<file path="config.mk">
export PLATFORM = sky130hd
export DESIGN_NAME = serial_subtractor
export DESIGN_NICKNAME = d
export VERILOG_FILES = /design/src/rtl/serial_subtractor.sv
export SDC_FILE = /design/constraint.sdc
export NUM_CORES = 1
export LEC_CHECK = 0
export BUFFER_PORTS_ARGS = -buffer_cell sky130_fd_sc_hd__buf_2
export CORE_ASPECT_RATIO = 1.1
export CORE_MARGIN = 4
export CORE_UTILIZATION = 55
export CTS_CLUSTER_SIZE = 28
export DETAILED_ROUTE_END_ITERATION = 10
export PLACE_DENSITY_LB_ADDON = 0.05
export REMOVE_ABC_BUFFERS = 1
export SYNTH_ARGS = -nofsm -noshare
export SYNTH_HDL_FRONTEND = slang
export SYNTH_SLANG_ARGS = --single-unit
export TNS_END_PERCENT = 1
</file>
<file path="constraint.sdc">
create_clock -name clk -period 2.4 [get_ports clk]
set_input_delay 0 -clock clk [delete_from_list [all_inputs] [get_ports clk]]
set_output_delay 0 -clock clk [all_outputs]
set_load 0.02 [all_outputs]
</file>
<file path="src/rtl/serial_subtractor.sv">
// serial_subtractor: multi-cycle a - b - bin, DIGIT bits per clock.
// A chain of DIGIT full-subtractor cells handles one digit per RUN cycle.
// The borrow between digits is registered.
// Optional feature macro: SUB_OVERFLOW_EN adds the signed-overflow output ovf.
module serial_subtractor #(
  parameter int WIDTH = 8,
  parameter int DIGIT = 1
) (
  input  logic             clk,
  input  logic             rst,
  input  logic             start,
  input  logic [WIDTH-1:0] a,
  input  logic [WIDTH-1:0] b,
  input  logic             bin,
  output logic             busy,
  output logic             done,
  output logic [WIDTH-1:0] diff,
  output logic             borrow
`ifdef SUB_OVERFLOW_EN
  ,
  output logic             ovf
`endif
);

  localparam int STEPS = WIDTH / DIGIT;
  localparam int CW = (STEPS > 1) ? $clog2(STEPS) : 1;
  localparam logic [CW-1:0] LAST = CW'(STEPS - 1);

  typedef enum logic [1:0] {
    IDLE = 2'd0,
    RUN  = 2'd1,
    DONE = 2'd2
  } state_t;

  state_t             state_r;
  state_t             state_s;
  logic [WIDTH-1:0]   a_sh_r;
  logic [WIDTH-1:0]   b_sh_r;
  logic [WIDTH-1:0]   part_r;
  logic               br_r;
  logic [CW-1:0]      cnt_r;
  logic               busy_r;
  logic               done_r;
  logic [WIDTH-1:0]   diff_r;
  logic               borrow_r;
  logic [DIGIT-1:0]   dig_s;
  logic               br_s;
  logic [WIDTH-1:0]   part_s;
  logic               accept_s;
  logic               last_s;
`ifdef SUB_OVERFLOW_EN
  logic               a_msb_r;
  logic               b_msb_r;
  logic               ovf_r;
`endif

  // One full-subtractor cell; returns {borrow_out, difference}.
  function automatic logic [1:0] fsub(input logic ai, input logic bi, input logic bri);
    fsub = {(~ai & bi) | (~(ai ^ bi) & bri), ai ^ bi ^ bri};
  endfunction

  // A start is honoured in IDLE and DONE; the last RUN cycle completes the result.
  assign accept_s = start && (state_r != RUN);
  assign last_s   = (state_r == RUN) && (cnt_r == LAST);

  // Ripple the registered borrow through DIGIT cells and merge the digit into the partial result.
  always_comb begin
    logic [1:0]         cell_v;
    logic               br_v;
    logic [WIDTH+DIGIT-1:0] cat_v;
    dig_s  = '0;
    br_v   = br_r;
    cell_v = 2'b00;
    for (int i = 0; i < DIGIT; i++) begin
      cell_v   = fsub(a_sh_r[i], b_sh_r[i], br_v);
      dig_s[i] = cell_v[0];
      br_v     = cell_v[1];
    end
    br_s   = br_v;
    cat_v  = {dig_s, part_r};
    part_s = cat_v[WIDTH+DIGIT-1:DIGIT];
  end

  // Next-state logic for the IDLE/RUN/DONE controller.
  always_comb begin
    state_s = state_r;
    case (state_r)
      IDLE: begin
        if (start) state_s = RUN;
        else       state_s = IDLE;
      end
      RUN: begin
        if (cnt_r == LAST) state_s = DONE;
        else               state_s = RUN;
      end
      DONE: begin
        if (start) state_s = RUN;
        else       state_s = IDLE;
      end
      default: state_s = IDLE;
    endcase
  end

  // State register.
  always_ff @(posedge clk) begin
    if (rst) state_r <= IDLE;
    else     state_r <= state_s;
  end

  // Operand capture, per-digit shifting and result/flag registers.
  always_ff @(posedge clk) begin
    if (rst) begin
      a_sh_r   <= '0;
      b_sh_r   <= '0;
      part_r   <= '0;
      br_r     <= 1'b0;
      cnt_r    <= '0;
      busy_r   <= 1'b0;
      done_r   <= 1'b0;
      diff_r   <= '0;
      borrow_r <= 1'b0;
`ifdef SUB_OVERFLOW_EN
      a_msb_r  <= 1'b0;
      b_msb_r  <= 1'b0;
      ovf_r    <= 1'b0;
`endif
    end else begin
      busy_r <= (state_s == RUN);
      done_r <= (state_s == DONE);
      if (accept_s) begin
        a_sh_r  <= a;
        b_sh_r  <= b;
        br_r    <= bin;
        part_r  <= '0;
        cnt_r   <= '0;
`ifdef SUB_OVERFLOW_EN
        a_msb_r <= a[WIDTH-1];
        b_msb_r <= b[WIDTH-1];
`endif
      end else if (state_r == RUN) begin
        a_sh_r <= a_sh_r >> DIGIT;
        b_sh_r <= b_sh_r >> DIGIT;
        br_r   <= br_s;
        part_r <= part_s;
        cnt_r  <= cnt_r + CW'(1);
        if (last_s) begin
          diff_r   <= part_s;
          borrow_r <= br_s;
`ifdef SUB_OVERFLOW_EN
          ovf_r    <= (a_msb_r ^ b_msb_r) & (part_s[WIDTH-1] ^ a_msb_r);
`endif
        end
      end
    end
  end

  assign busy   = busy_r;
  assign done   = done_r;
  assign diff   = diff_r;
  assign borrow = borrow_r;
`ifdef SUB_OVERFLOW_EN
  assign ovf    = ovf_r;
`endif

endmodule

</file>
==> impl_summary.md <==
Status
The run finished with clean final reports.

Timing
Setup violations remaining at the end of the flow were counted as 0. At the pin with the least slew margin, the transition time is 0.643 ns. The highest clock rate is 0.672 GHz. After layout, the minimum clock period comes to 1.49 ns. Setup repair after global routing left no endpoint under its margin. The relative slew slack is 0.572.

For the final database, setup skew stands at 0.0107 ns. The total count of max-transition violations in the final report was 0. Setup total negative slack on the finished layout was measured at 0 ns. Dividing the final minimum period by the clock period gives 0.620.

The final hold violation count was 0.

Cells and area
The number of antenna repair diodes is 0. The net count of the finished layout is 226. Once layout is complete, the utilization of the core stands at 0.671.

In the final layout, the share of cells above drive strength 1 is 0.235. The most common library cell in the layout ignoring fill and taps is sky130_fd_sc_hd__dfxtp_1. The filler cells instantiated in the layout total 247. The post-synthesis to final-layout area growth is 15.7%. After routing the design area is 1880 um2. In the layout the commonest cells are 40 x sky130_fd_sc_hd__dfxtp_1, 35 x sky130_fd_sc_hd__nand2_1, 30 x sky130_fd_sc_hd__buf_2. For this run, the number of standard cells in the final layout without fillers is 237.

Clock network
The CTS tree is done. The library cell used as clock root buffer is sky130_fd_sc_hd__clkbuf_4. The clock buffer count from CTS is 5.

The H-tree depth is 2. Counting along the longest clock path gives a buffer depth of 2. The later-pin clock latency in the skew report is 0.34 ns. The clock drives 40 sinks. The clock transition at the register clock pins on the worst setup and hold paths after CTS is 0.11 ns. After clock tree synthesis, the setup repair step added 0 buffers.

Worst setup path
Setup slack on the worst reg-to-reg path comes out at 0.91 ns. On the worst path, the slowest cell contributes a delay of 0.53 ns. The biggest fanout along the worst timing path is 26. Walking the worst path, the cells encountered are nand2b_1 -> buf_12 -> o21a_1 -> a221oi_2. The total buffers and inverters traversed by the critical path is 1. The signal arrival time at the worst endpoint is 1.69 ns.

The critical path is of the reg -> reg type. The cell family contributing the most delay on the critical path is simple AND/OR/NAND/NOR gates. On the critical path, the stage with the largest delay is an instance of sky130_fd_sc_hd__nand2b_1. The data required time of the worst path is 2.61 ns. The sort of element at the end of the critical path is a flip-flop. The worst setup path is launched from a flip-flop.

Floorplan
During I/O placement, the number of pins put on the boundary was 31. The initial standard-cell utilization of the core is 0.579. The vertical die dimension is 65.0 um. The floorplan has 20 rows. The die area is 3890 um2.

From left edge to right edge, the die measures 59.8 um. The region available for standard cell placement spans 2800 um2.

Drt
The first TritonRoute pass finished after 4 iterations. In the routed design, unresolved DRC markers number 0. The detailed router put a total of 1300 um of wire on met1. The final wirelength is 2930 um. The total length of routed met2 wires is 1410 um. Dividing the detail-routed via count by the number of cells gives 5.31.

In the final routed layout, each cell accounts on average for 12.4 um. The detailed router used layers up to and including met4. After detailed routing, the met3 layer carries 189 um of wire.

The total via count after detailed routing is 1258. The remaining number of nets flagged by the antenna check after routing is 0. In this run, the number of DRC markers left after iteration 0 of detailed routing was 51.

Global routing
The first global-routing pass estimated 5150 um of wire. Entering global routing, the biggest net connects 32 pins. For this run, the total global-route usage over all layers was measured as 0.172. The via count of the first global-routing pass was 1280. The initial antenna violation count is 0.

The leftover overflow at the end of global routing is 0.

Power
The overall power is 1220 uW. Of the total power, combinational logic draws 0.128. The switching power is 305 uW. The share of total power dissipated in the clock network is 0.286. Of the total power, the share spent switching nets is 0.251. The sequential group share of total power is 0.585.

The internal power of the cells is 911 uW. The maximum resistive drop on vdd is 0.527 mV. For this design the static power due to leakage is 0.000795 uW. The cell area power density is 647 nW/um2.

Placed design
The cell area reported after detailed placement is 1770 um2. The number of input and output port buffers inserted is 30. At the end of routability-driven placement, the weighted congestion stood at 0.737. The total instance count after detailed placement is 224.

The half-perimeter wire length after detailed placement is 2030 um.

Logic synthesis
The sequential-to-total area share from yosys stat is 0.493. Averaged over all synthesized cells, the footprint is 9.44 um2. The count of yosys warnings during synthesis is 0. The share of synthesized cell area in and, or, nand and nor gates is 0.152.

The synthesized-area fraction occupied by adder cells is 0.0277. Of the total synthesized cell area, the portion taken by XOR and XNOR cells is 0.00539. After synthesis, the largest family of logic cells by area is compound AO/OA/AOI/OAI gates. Counting distinct cell types in the post-synthesis netlist gives 25.

The post-synthesis compound-gate area fraction came to 0.176. Synthesis handed over a netlist of 172 instances. The portion of synthesized area spent on multiplexers is 0.0986. Summing every instance area after synthesis gives 1620 um2. The flip-flop and latch count after synthesis is 40.

Worst hold path
The type of the worst min-delay path is in -> reg.

Job
The max capacitance violation total is 0.
-- path summary, 6_finish.rpt --
kind                    startpoint  depth (start not counted)                     end
max          state_r[1]$_SDFF_PP0_                          4       br_r$_SDFFE_PP0P_
min                           a[4]                          3  a_sh_r[4]$_SDFFE_PP0P_
max reg2reg  state_r[1]$_SDFF_PP0_                          4       br_r$_SDFFE_PP0P_
min reg2reg   diff[4]$_SDFFE_PP0P_                          2    diff[4]$_SDFFE_PP0P_
-- power groups by stage --
stage / clock (uW) / sequential (uW) / combinational (uW)
floorplan: 0 / 725 / 95.8
global placement: 0 / 726 / 146
detailed placement: 0 / 728 / 151
CTS: 359 / 713 / 158
global route: 380 / 716 / 176
finish: 348 / 712 / 156
-- area by class of cell --
class	count	area (um2)	share of cell area
sequential	40	801	0.426
multi-input combinational	117	747	0.397
timing repair buffer	36	220	0.117
clock buffer	8	58.8	0.0313
tap	33	41.3	0.0220
inverter	3	11.3	0.00599
-- metrics by stage --
stage,setup slack (ns),hold WS (ns)
global route,0.773,0.0157
global placement,0.964,0.283
CTS,0.900,0.000523
detailed placement,0.916,0.284
finish,0.913,0.0156
floorplan,0.623,0.0646
-- cells in the mapped netlist (all sizes together) --
cell type / n / area share
nor2: 20 / 0.046
a21oi: 17 / 0.052
buf: 10 / 0.035
a211oi: 15 / 0.10
inv: 3 / 0.0069
a21o: 1 / 0.0046
fa: 1 / 0.012
a2bb2oi: 1 / 0.0054
a221oi: 1 / 0.0092
o21a: 1 / 0.0046
mux2i: 16 / 0.099
ha: 2 / 0.015
dfxtp: 40 / 0.49
xnor2: 1 / 0.0054
nand3b: 1 / 0.0046
clkbuf: 2 / 0.0046
and2b: 1 / 0.0046
nor3: 2 / 0.0062
and3b: 1 / 0.0054
nand2b: 1 / 0.0039
nand2: 35 / 0.081
-- sequential cells by signal, summed over array words and instances (netlist names) --
name and flops:
br_r 1, done 1, borrow 1, a_sh_r 8
part_r 7, diff 8, cnt_r 3, b_sh_r 8
busy 1, state_r 2
-- logic make-up after synthesis --
group,Yosys count
compound gates,36
flops,40
xor+xnor,1
mux,16
fa+ha+maj,3
buf+inv,15
simple gates,61
-- what timing repair did --
action | in CTS | in global routing
hold buffers | 5 | 0
endpoints found under the hold margin | 5 | 0
resized for setup | 0 | 0
setup endpoints to repair | 0 | 0
-- worst reg2reg max path, delay by kind of cell, from the launching register on --
family          cells  cell delay [ns]
buf+inv             1             0.26
simple gates        1             0.53
flops               1             0.36
compound gates      2             0.22
-- metal layers --
| metal | track usage | vias to the layer above |
|---|---|---|
| li1 | - | 646 |
| met1 | 0.197 | 577 |
| met2 | 0.292 | 30 |
| met3 | 0.0558 | 5 |
| met4 | 0.0582 | 0 |
| met5 | 0 | - |
(Power assumes the default switching activity.)
